--- config.mk ---
export PLATFORM = sky130hd
export DESIGN_NAME = alu_sequencer
export DESIGN_NICKNAME = d
export VERILOG_FILES = /design/src/rtl/alu_seq_pkg.sv /design/src/rtl/alu_sequencer.sv
export SDC_FILE = /design/constraint.sdc
export NUM_CORES = 1
export LEC_CHECK = 0
export BUFFER_PORTS_ARGS = -buffer_cell sky130_fd_sc_hd__buf_4
export CAP_MARGIN = 15
export CORE_MARGIN = 2
export CORE_UTILIZATION = 47
export CTS_CLUSTER_SIZE = 10
export DETAILED_ROUTE_END_ITERATION = 6
export HOLD_SLACK_MARGIN = 0.06
export PLACE_DENSITY = 0.81
export SYNTH_ARGS = -nofsm -noshare
export SYNTH_HDL_FRONTEND = slang
export SYNTH_SLANG_ARGS = --single-unit
export TNS_END_PERCENT = 50
--- constraint.sdc ---
create_clock -name clk -period 1.9 [get_ports clk]
set_input_delay 0.57 -clock clk [delete_from_list [all_inputs] [get_ports clk]]
set_output_delay 0.57 -clock clk [all_outputs]
set_load 0.005 [all_outputs]
--- src/rtl/alu_seq_pkg.sv ---
// Shared types for the constant-operand ALU sequencer: operation and constant
// encodings, the controller states and the packed per-step program word.
package alu_seq_pkg;

  localparam int DATA_W = 8;

  typedef enum logic [1:0] {OP_ADD, OP_SUB, OP_AND, OP_OR} op_e;
  typedef enum logic [1:0] {C1, C3, C5, C7} csel_e;
  typedef enum logic [1:0] {IDLE, RUN, DONE} state_e;

  typedef struct packed {
    op_e   op;
    csel_e csel;
  } step_t;

endpackage

--- src/rtl/alu_sequencer.sv ---
// Initiator for the external constant-operand ALU: runs a latched program of up
// to N_STEPS steps, feeding each result back, and returns the final value.
module alu_sequencer
  import alu_seq_pkg::*;
#(
  parameter int N_STEPS = 8
) (
  input  logic                 clk,
  input  logic                 reset_n,
  input  logic                 cmd_valid,
  output logic                 cmd_ready,
  input  logic [DATA_W-1:0]    cmd_seed,
  input  logic [4*N_STEPS-1:0] cmd_program,
  input  logic [2:0]           cmd_len,
  input  logic                 cmd_stop_on_zero,
  output logic [DATA_W-1:0]    alu_input,
  output logic [1:0]           alu_const_sel,
  output logic [1:0]           alu_op,
  input  logic [DATA_W-1:0]    alu_result,
  input  logic                 alu_status,
  output logic                 res_valid,
  input  logic                 res_ready,
  output logic [DATA_W-1:0]    res_value,
  output logic [3:0]           res_steps,
  output logic                 res_zero_stop
);

  state_e                 state_reg, state_next;
  logic [4*N_STEPS-1:0]   prog_reg;
  logic [2:0]             len_reg;
  logic                   stop_reg;
  logic [DATA_W-1:0]      acc_reg;
  logic [2:0]             idx_reg;
  logic [DATA_W-1:0]      res_value_reg;
  logic [3:0]             res_steps_reg;
  logic                   res_zero_stop_reg;

  step_t                  steps [N_STEPS];
  step_t                  cur_step;
  logic                   early_stop;
  logic                   finish;

  for (genvar gi = 0; gi < N_STEPS; gi++) begin : g_steps
    assign steps[gi] = step_t'(prog_reg[4*gi +: 4]);
  end

  assign cur_step   = steps[idx_reg];
  // A zero on the final step is a normal finish, never an early stop.
  assign early_stop = stop_reg & alu_status & (idx_reg < len_reg);
  assign finish     = (idx_reg == len_reg) | early_stop;

  always_ff @(posedge clk or negedge reset_n) begin
    if (!reset_n) state_reg <= IDLE;
    else          state_reg <= state_next;
  end

  always_comb begin
    state_next = state_reg;
    case (state_reg)
      IDLE:    if (cmd_valid) state_next = RUN;
      RUN:     if (finish)    state_next = DONE;
      DONE:    if (res_ready) state_next = IDLE;
      default: state_next = IDLE;
    endcase
  end

  always_ff @(posedge clk or negedge reset_n) begin
    if (!reset_n) begin
      prog_reg          <= '0;
      len_reg           <= '0;
      stop_reg          <= 1'b0;
      acc_reg           <= '0;
      idx_reg           <= '0;
      res_value_reg     <= '0;
      res_steps_reg     <= '0;
      res_zero_stop_reg <= 1'b0;
    end else begin
      case (state_reg)
        IDLE: begin
          if (cmd_valid) begin
            prog_reg <= cmd_program;
            len_reg  <= cmd_len;
            stop_reg <= cmd_stop_on_zero;
            acc_reg  <= cmd_seed;
            idx_reg  <= '0;
          end
        end
        RUN: begin
          if (finish) begin
            res_value_reg     <= alu_result;
            res_steps_reg     <= {1'b0, idx_reg} + 4'd1;
            res_zero_stop_reg <= early_stop;
          end else begin
            acc_reg <= alu_result;
            idx_reg <= idx_reg + 3'd1;
          end
        end
        default: ;
      endcase
    end
  end

  always_comb begin
    cmd_ready     = (state_reg == IDLE);
    res_valid     = (state_reg == DONE);
    alu_input     = acc_reg;
    alu_op        = OP_ADD;
    alu_const_sel = C1;
    if (state_reg == RUN) begin
      alu_op        = cur_step.op;
      alu_const_sel = cur_step.csel;
    end
  end

  assign res_value     = res_value_reg;
  assign res_steps     = res_steps_reg;
  assign res_zero_stop = res_zero_stop_reg;

endmodule

==> impl_metrics.ini <==
[run_status]
status = finished with violations
violations = negative setup slack

[logic_synthesis]
ys_types = 29
synthMuxAreaShare_pct = 14.40
yosysTopAreaCellShare_pct = 53.29
synth.avg_cell_area_um2 = 10.25
yosys_warnings = 0
synth.ff_latch_count = 62
async_flop_share_pct = 100.0
synth_area_um2 = 2912
synth_top_family_by_area = simple AND/OR/NAND/NOR gates
synth_edf_count = 0
yosys.area_share.xor_xnor_pct = 0.3008
synth_compound_area_share_pct = 6.059
synth_ff_type = dfrtp_1
synthAdderAreaFrac_pct = 1.719
yosysMostFrequentCell = nand2_1
yosys-top-cells-area = dfrtp_1, nand2_1, mux4_2
synth_common_cells = nand2_1, dfrtp_1, nor2_1
seq_area_frac_synth_pct = 53.29
synthSimpleGateAreaFrac_pct = 20.33
synth_cells = 284
yosysTopAreaCell = dfrtp_1
synth_nets = 345

[pwr]
peakVddDrop_mv = 0.8079
total_power_mw = 6.773
power_density_nw_per_um2 = 1716
leakage_nw = 2.039

[finish]
layout-drive-gt1-share_pct = 38.48
insertedDiodeCount = 0
largest_reg_flops = 32
final_cells = 457
fin_area_um2 = 3948
utilization_pct = 66.28
n_fill_cell = 472
syn2layout_area_growth_pct = 35.58
nets = 439

[sta]
fmax_mhz = 429.6
finalSetupViolCount = 16
whs_ps = 167.7
hold_viol_final = 0
rsz0062_at_grt = true
slew_headroom_pct = 72.10
fin_ws_ps = -427.5
finalClockSkew_ps = 5.635
worst_pin_slew_ps = 418.4
tns_ps = -2013
period_minus_slack_ps = 2328
drv_slew = 0
final.period_utilization_pct = 122.5

[clocking]
clockBufferDepth = 2
clkSlewWorstSetupHoldPaths_ps = 60
cts.sinks = 62
cts_root_buffer = clkbuf_8
htree_num_levels = 3
cts_setup_buffers = 0
cts_buffers = 9
cts_tree = yes
clk_latency_ps = 330

[critical_path]
r2r_slack_ps = -50
cp_max_fo = 8
regToRegStartpoint = idx_reg[0]
worstPathRequired_ps = 1330
r2r-end = res_value[0]
critPathLaunchType = flop
reg2regPathDepth = 8
endpoint_kind = output port
critPathKind = flop to output port
arrival_ps = 1760

[detailed_routing]
wl_met3_um = 435
routedWlPerCell_um = 15.42
wl_mm = 7.046
drt_iter0_markers = 105
drcViolationCount = 0
vias = 2379
wl_met2_mm = 3.475
vias_per_cell = 5.206
routed.top_layer = met4
drt_pass1_iterations = 4
wl_met1_mm = 2.955
drtAntennaViolNets = 0

[floorplan]
fp-row-count = 28
dieHeight_um = 82.71
initial_utilization_pct = 48.89
die_w_um = 82.71
design.core.area_um2 = 5956
ioPinCount = 84
dieArea_um2 = 6840

[run]
drv_cap = 0

[placed_design]
post-dp-hpwl_mm = 5.108
routabilityCongestion = 0.9139
dp_cells = 442
port_buffers = 83
pre_cts_ws_ps = -80.10
place_area_um2 = 3707

[global_route]
grt_remaining_overflow = 0
grt_pass1_vias = 2308
grt_max_degree = 39
grt_pass1_wl_mm = 10.97
gr-usage-all-layers_pct = 22.02
antenna_found_initial = 0

[min_path]
hp-class = input port to async pin
## what timing repair did
action                     CTS  global route
pin swaps                    0             2
hold buffers                 0             0
setup endpoints to repair   12            27
resized for setup            2            11
## layout make-up
class / instances / area (um^2) / share of cell area (%)
clock buffers: 15 / 186.4 / 4.723
repair buffers: 99 / 797.0 / 20.19
well taps: 75 / 93.84 / 2.377
inverters: 6 / 22.52 / 0.5705
flip-flops and latches: 62 / 1551 / 39.30
multi-input cells: 200 / 1296 / 32.84
## power by group
part	switching, mW	leakage (nW)	internal (mW)
clock network	0.470	0.0958	0.611
registers	0.400	0.757	1.96
logic	1.55	1.19	1.78
total	2.42	2.04	4.35
## cells by family after synthesis
kind of cell | Yosys count
and+or+nand+nor | 144
DFF | 62
AOI/OAI and AO/OA | 24
buffers and inverters | 22
xor gates and xnor gates | 1
adders and majority gates | 4
muxes | 27
## worst max path at each step
| stage | slack (ps) | startpoint | endpoint | depth (start not counted) |
|---|---|---|---|---|
| after floorplan | 10 | idx_reg[0] | res_steps[0] | 8 |
| after global placement | -20 | idx_reg[0] | alu_const_sel[1] | 5 |
| after detailed placement | -80 | idx_reg[0] | alu_op[1] | 5 |
| after CTS | -450 | idx_reg[0] | alu_op[1] | 5 |
| after global routing | -510 | idx_reg[0] | alu_op[1] | 5 |
| final | -430 | idx_reg[0] | alu_op[1] | 5 |
## critical path, stage by stage (launching register included)
cell	delay [ps]
dfrtp_1	400
buf_12	150
mux4_2	480
mux2i_1	170
nor2_1	80
buf_4	140
## layout by cell type, fill, tap and decap left out
| cell type | Yosys | routed |
|---|---|---|
| and2_1 | 1 | 1 |
| buf_12 | 0 | 4 |
| mux4_2 | 8 | 8 |
| clkbuf_1 | 6 | 2 |
| nand3_1 | 2 | 1 |
| buf_6 | 2 | 1 |
| nand2b_1 | 2 | 2 |
| o21ai_0 | 5 | 4 |
| mux2i_1 | 7 | 7 |
| nand2_2 | 1 | 1 |
| nand3_2 | 0 | 1 |
| a211oi_2 | 0 | 8 |
| and3_1 | 1 | 1 |
| dfrtp_1 | 62 | 62 |
| nor2_1 | 21 | 21 |
| mux2_2 | 3 | 3 |
| nor3b_4 | 1 | 1 |
| nand4bb_1 | 1 | 1 |
| clkbuf_8 | 0 | 13 |
| o21ai_4 | 1 | 1 |
| mux2_4 | 9 | 9 |
| nand2_1 | 111 | 111 |
| and2b_2 | 1 | 2 |
| and3b_1 | 1 | 1 |
| a211oi_1 | 17 | 9 |
| a21o_1 | 1 | 1 |
| xor2_1 | 1 | 1 |
| ha_1 | 4 | 4 |
| inv_1 | 6 | 6 |
| buf_4 | 3 | 94 |
| o21ai_2 | 0 | 1 |
## layer usage
metal,track usage (%),up-vias
met3,4.783,18
met2,36.37,95
met4,10.49,0
li1,-,1130
met5,0,-
met1,27.59,1136
Power figures use the tool's default switching activity.
